### config.mk
export PLATFORM = sky130hd
export DESIGN_NAME = toggle_monitor_flat
export DESIGN_NICKNAME = d
export VERILOG_FILES = /design/src/rtl/toggle_monitor_if.sv /design/src/rtl/toggle_monitor.sv /design/src/flat_wrapper.sv
export SDC_FILE = /design/constraint.sdc
export NUM_CORES = 1
export LEC_CHECK = 0
export BUFFER_PORTS_ARGS = -buffer_cell sky130_fd_sc_hd__buf_2
export CORE_UTILIZATION = 54
export DETAILED_ROUTE_END_ITERATION = 8
export GPL_ROUTABILITY_DRIVEN = 0
export GPL_TIMING_DRIVEN = 0
export MAX_ROUTING_LAYER = met4
export PLACE_DENSITY = 0.75
export SLEW_MARGIN = 20
export SYNTH_ARGS = -nofsm -noshare
export SYNTH_HDL_FRONTEND = slang
export SYNTH_SLANG_ARGS = --single-unit
### constraint.sdc
create_clock -name clk -period 2.15 [get_ports clk]
set_input_delay 0.215 -clock clk [delete_from_list [all_inputs] [get_ports clk]]
set_output_delay 0.215 -clock clk [all_outputs]
set_load 0.05 [all_outputs]
### src/rtl/toggle_monitor_if.sv
// Read-side handshake of toggle_monitor: show-ahead head record with valid/ready pop.
interface toggle_monitor_if #(
  parameter int unsigned CNT_W = 8
);
  logic             rd_valid;
  logic             rd_ready;
  logic             rd_level;
  logic [CNT_W-1:0] rd_len;

  modport master (output rd_valid, output rd_level, output rd_len, input rd_ready);
  modport slave  (input rd_valid, input rd_level, input rd_len, output rd_ready);
endinterface

### src/rtl/toggle_monitor.sv
// Measures constant-level run lengths on an asynchronous line and queues
// {level, length} records in a small show-ahead FIFO drained by a host.
module toggle_monitor #(
  parameter int unsigned CNT_W = 8,
  parameter int unsigned DEPTH = 4
) (
  input  logic                   clk,
  input  logic                   rst_n,
  input  logic                   d_in,
  input  logic                   en,
  input  logic                   clr_ovf,
  toggle_monitor_if.master       rd,
  output logic [$clog2(DEPTH):0] fifo_count,
  output logic                   overflow
);

  localparam int unsigned AW = $clog2(DEPTH);
  localparam int unsigned CW = AW + 1;
  localparam logic [CNT_W-1:0] CNT_MAX = '1;

  typedef struct packed {
    logic             level;
    logic [CNT_W-1:0] len;
  } rec_t;

  logic             s1_q, s2_q, s3_q;
  logic             armed_q, armed_d;
  logic [CNT_W-1:0] run_cnt_q, run_cnt_d;
  rec_t             mem_q [DEPTH];
  rec_t             hold_q;
  rec_t             head_c;
  logic [AW-1:0]    wr_ptr_q, rd_ptr_q;
  logic [CW-1:0]    count_q, count_d;
  logic             ovf_q, ovf_d;

  logic edge_c, push_c, pop_c, wr_c, drop_c, empty_c, full_c;

  assign edge_c  = s2_q ^ s3_q;
  assign empty_c = (count_q == '0);
  assign full_c  = (count_q == CW'(DEPTH));
  assign push_c  = en && armed_q && edge_c;
  assign pop_c   = !empty_c && rd.rd_ready;
  // A full FIFO still accepts a push when the head leaves in the same cycle.
  assign wr_c    = push_c && (!full_c || pop_c);
  assign drop_c  = push_c && full_c && !pop_c;
  assign head_c  = mem_q[rd_ptr_q];

  // Arming and run-length counting; the first edge only starts a run.
  always_comb begin
    armed_d   = armed_q;
    run_cnt_d = run_cnt_q;
    if (!en) begin
      armed_d   = 1'b0;
      run_cnt_d = '0;
    end else if (!armed_q) begin
      if (edge_c) begin
        armed_d   = 1'b1;
        run_cnt_d = CNT_W'(1);
      end
    end else if (edge_c) begin
      run_cnt_d = CNT_W'(1);
    end else if (run_cnt_q != CNT_MAX) begin
      run_cnt_d = run_cnt_q + CNT_W'(1);
    end
  end

  always_comb begin
    count_d = count_q;
    case ({wr_c, pop_c})
      2'b10:   count_d = count_q + CW'(1);
      2'b01:   count_d = count_q - CW'(1);
      default: count_d = count_q;
    endcase
  end

  // Sticky overflow; a coincident drop beats the clear.
  always_comb begin
    ovf_d = ovf_q;
    if (clr_ovf) ovf_d = 1'b0;
    if (drop_c)  ovf_d = 1'b1;
  end

  always_ff @(posedge clk or negedge rst_n) begin
    if (!rst_n) begin
      s1_q      <= 1'b0;
      s2_q      <= 1'b0;
      s3_q      <= 1'b0;
      armed_q   <= 1'b0;
      run_cnt_q <= '0;
      wr_ptr_q  <= '0;
      rd_ptr_q  <= '0;
      count_q   <= '0;
      ovf_q     <= 1'b0;
      hold_q    <= '0;
      for (int i = 0; i < int'(DEPTH); i++) mem_q[i] <= '0;
    end else begin
      s1_q      <= d_in;
      s2_q      <= s1_q;
      s3_q      <= s2_q;
      armed_q   <= armed_d;
      run_cnt_q <= run_cnt_d;
      count_q   <= count_d;
      ovf_q     <= ovf_d;
      if (!empty_c) hold_q <= head_c;
      if (wr_c) begin
        mem_q[wr_ptr_q] <= '{level: s3_q, len: run_cnt_q};
        wr_ptr_q        <= wr_ptr_q + AW'(1);
      end
      if (pop_c) rd_ptr_q <= rd_ptr_q + AW'(1);
    end
  end

  // Show-ahead head while non-empty; otherwise the last head seen is held.
  assign rd.rd_valid = !empty_c;
  assign rd.rd_level = empty_c ? hold_q.level : head_c.level;
  assign rd.rd_len   = empty_c ? hold_q.len   : head_c.len;
  assign fifo_count  = count_q;
  assign overflow    = ovf_q;

endmodule

### src/flat_wrapper.sv
// flat-port wrapper written by rule: the top's interface ports become plain ports
module toggle_monitor_flat 
#(
  parameter int unsigned CNT_W = 8,
  parameter int unsigned DEPTH = 4
)
  (clk, rst_n, d_in, en, clr_ovf, fifo_count, overflow, rd_rd_valid, rd_rd_level, rd_rd_len, rd_rd_ready);
  toggle_monitor_if #(.CNT_W(CNT_W)) rd_i ();
  input  logic clk;
  input  logic rst_n;
  input  logic d_in;
  input  logic en;
  input  logic clr_ovf;
  output logic [$clog2(DEPTH):0] fifo_count;
  output logic overflow;
  output wire logic [$bits(rd_i.rd_valid)-1:0] rd_rd_valid;
  output wire logic [$bits(rd_i.rd_level)-1:0] rd_rd_level;
  output wire logic [$bits(rd_i.rd_len)-1:0] rd_rd_len;
  input wire logic [$bits(rd_i.rd_ready)-1:0] rd_rd_ready;
  assign rd_rd_valid = rd_i.rd_valid;
  assign rd_rd_level = rd_i.rd_level;
  assign rd_rd_len = rd_i.rd_len;
  assign rd_i.rd_ready = rd_rd_ready;
  toggle_monitor #(.CNT_W(CNT_W), .DEPTH(DEPTH)) u_core (.clk(clk), .rst_n(rst_n), .d_in(d_in), .en(en), .clr_ovf(clr_ovf), .rd(rd_i), .fifo_count(fifo_count), .overflow(overflow));
endmodule
==> results.ini <==
[die]
start_util_pct = 57.36
dieHeight_um = 76.59
fp.coreArea_um2 = 5238
die-width_um = 76.59
io_pins = 20
die_area_um2 = 5865
rows = 26

[run]
maxCapViolations = 0

[clocking]
cts_root_buffer = clkbuf_8
cts_tree = built
clock-sinks = 65
numCtsBuffers = 9
clk_pin_slew_ns = 0.07
htree_levels = 3
clk_path_buf_depth = 2
insertion_delay_ns = 0.34

[cells_and_area]
final_cells = 316
area_growth_pct = 18.37
fin_area_um2 = 3556
fillerInstances = 374
fin_util_pct = 67.89
multi_input_area_um2 = 1341
num_antenna_cells = 0
final_nets = 256
drive_above_1_share_pct = 45.12
regArea_um2 = 1633

[yosys]
yosysUniqueCellTypes = 34
syn-num-nets = 220
synthCells = 207
synth-seq-cells = 65
synth_compound_area_share_pct = 3.623
ys.flop_type = dfrtp_1
synth_mux_area_share_pct = 24.99
avgSynthCellArea_um2 = 14.51
synth_xor_area_share_pct = 2.957
synth_edf_count = 0
synth_top_area_share_pct = 54.14
synth_area_um2 = 3004
synth.yosys.warnings = 0
synth.largest_area_cell = dfrtp_1
synth-simple-area-share_pct = 8.746
synth_area_leaders = dfrtp_1 (54%), mux2_2 (17%), mux4_2 (6.7%)
synth_fa_ha_area_share_pct = 3.165
synth_top_family_by_area = multiplexers
synthArstFlopShare_pct = 100.0
seq_area_frac_synth_pct = 54.14

[timing]
fin_crit_sh_pct = 99.12
tightest_slew_ns = 0.4765
finClkSkew_ns = 0.009863
drv_slew = 0
grt_setup_unrepaired = true
finalSetupViolCount = 0
relSlewSlack_pct = 68.18
fmax_ghz = 0.4692
hold_viol_final = 0
fin_tns_setup_ns = 0
min_period_ns = 2.131

[routing]
route.met2.wl_um = 2451
met1_length_um = 2652
routed_via_density = 5.753
post_drt_wl_per_cell_um = 17.18
vias = 1818
drt_wl_total_um = 5429
highest_layer = met4
route.met3.wl_um = 200
drc = 0
drt_iter0_drc = 164
detail-route-antenna-nets = 0
dr.pass1.iters = 6

[global_route]
grt_use_total_pct = 21.73
overflow = 0
grt_antenna_before_repair = 0
grt_first_pass_wirelength_um = 9211
grt_pass1_vias = 1809
grt_max_degree = 52

[place]
place_area_um2 = 3251
numPortBuffers = 18
dp.cells = 296
dp.final_hpwl_um = 3347

[worst_setup_path]
crit_type = reg2out
cp-start-kind = flop
path_max_fanout = 10
cp-end-kind = primary output
crit_required_ns = 1.93
r2r-start = u_core.fifo_count[0]
crit_start = u_core.fifo_count[1]
arrival_ns = 1.92

[power_and_ir_drop]
p_per_area_nw_per_um2 = 1066
p_leak_uw = 0.001657
ir_drop_v = 0.0007862

[run_status]
status = finished clean

[worst_hold_path]
hp-class = in2reg
hold_path_startpoint = clr_ovf

[cell families after synthesis]
group	count (synthesis)
flip-flops	65
XOR/XNOR	8
adder cells (fa/ha/maj)	7
AND/OR/NAND/NOR	35
multiplexers	58
AO/OA/AOI/OAI	16
buffers and inverters	18
[worst max-delay path, cell delays in order, from the launching register on]
cell and delay, ns:
dfrtp_2 0.43, or3_1 0.44, clkbuf_8 0.21, mux2_2 0.28
buf_2 0.21
[cells in the mapped netlist (2+ instances only)]
cell and number:
xor2_1 3, and2_1 2, mux4_2 9, clkbuf_1 9
nand3_1 8, ha_1 6, mux2_2 46, o31ai_1 2
mux2i_1 3, nand4_4 4, nor3_1 3, a211oi_1 4
inv_1 6, nand2_1 6, dfrtp_1 65, a21oi_1 5
xnor2_1 4, buf_2 3, and3_1 3, or3_1 2
[flip-flops by register name, summed over array words and instances (netlist names), 2 cells and up]
signal / count
u_core.wr_ptr_q: 2
u_core.rd_ptr_q: 2
u_core.run_cnt_q: 8
u_core.mem_q: 36
u_core.fifo_count: 3
u_core.hold_q: 9
[path summary, 6_finish.rpt]
path	slack, ns	cells after the start	to
min in group asynchronous	0.28	2	u_core.mem_q[7]
max reg2reg	0.04	8	u_core.fifo_count[2]
min	0.07	2	u_core.overflow
max	0.02	4	rd_rd_len[2]
min reg2reg	0.35	0	u_core.s2_q
max in group asynchronous	1.36	3	u_core.fifo_count[2]
[through the flow]
step / hold slack [ns] / total power, uW / setup WS [ns]
final: 0.07126 / 3792 / 0.01886
after global routing: 0.06431 / 3994 / -0.07242
after CTS: 0.05294 / 3720 / -0.002324
after detailed placement: 0.08941 / 2691 / -0.07876
after global placement: 0.3242 / 2659 / -0.09348
after floorplan: -0.08059 / 2434 / -0.1093
[per-layer routing]
layer	up-vias	global-route usage [%]
li1	829	-
met4	0	11.35
met5	-	-
met2	44	29.82
met3	15	4.431
met1	930	30.53
[timing repair]
| action | 4_1_cts | 5_1_grt |
|---|---|---|
| pin swaps | 3 | 4 |
| gates resized for setup | 10 | 12 |
| gates cloned | 0 | 1 |
| hold buffers | 2 | 0 |
| endpoints found under the hold margin | 15 | 0 |
| endpoints found under the setup margin | 10 | 10 |
| setup buffers | 5 | 1 |
[power by group]
group          switching [uW]  internal (uW)  leakage [uW]  total (uW)
registers                 166           1400      0.000866        1570
clock network             416            502     0.0000886         918
logic                     692            611      0.000702        1300
[cell type report]
| cell class | count | area share (%) |
|---|---|---|
| Sequential cell | 65 | 45.92 |
| Multi-Input combinational cell | 124 | 37.72 |
| Timing Repair Buffer | 28 | 6.685 |
| Clock buffer | 14 | 4.856 |
| Tap cell | 70 | 2.463 |
| Buffer | 9 | 1.724 |
| Inverter | 6 | 0.6334 |
[cells in the final DEF, fill, tap and decap left out, drive strengths merged]
master / Yosys / final
and4: 1 / 1
nand2: 6 / 6
nand4: 4 / 4
dfrtp: 65 / 65
ha: 6 / 6
nand3: 8 / 8
a41oi: 1 / 1
fa: 1 / 1
and2: 2 / 2
o41ai: 1 / 1
and4b: 1 / 1
mux2: 46 / 46
mux4: 9 / 9
or4b: 1 / 1
a211oi: 4 / 4
nor3: 3 / 3
nor2: 1 / 1
or4: 1 / 1
xnor2: 4 / 4
a21boi: 1 / 1
o31ai: 2 / 2
nor4b: 1 / 1
buf: 3 / 27
a21oi: 5 / 5
clkbuf: 9 / 22
inv: 6 / 6
o22ai: 1 / 1
nand3b: 1 / 1
and3: 3 / 3
mux2i: 3 / 3
dlygate4sd3: 0 / 2
o21a: 1 / 1
xor2: 4 / 4
or3: 2 / 2
No activity file was read; power rests on OpenSTA's default activity.
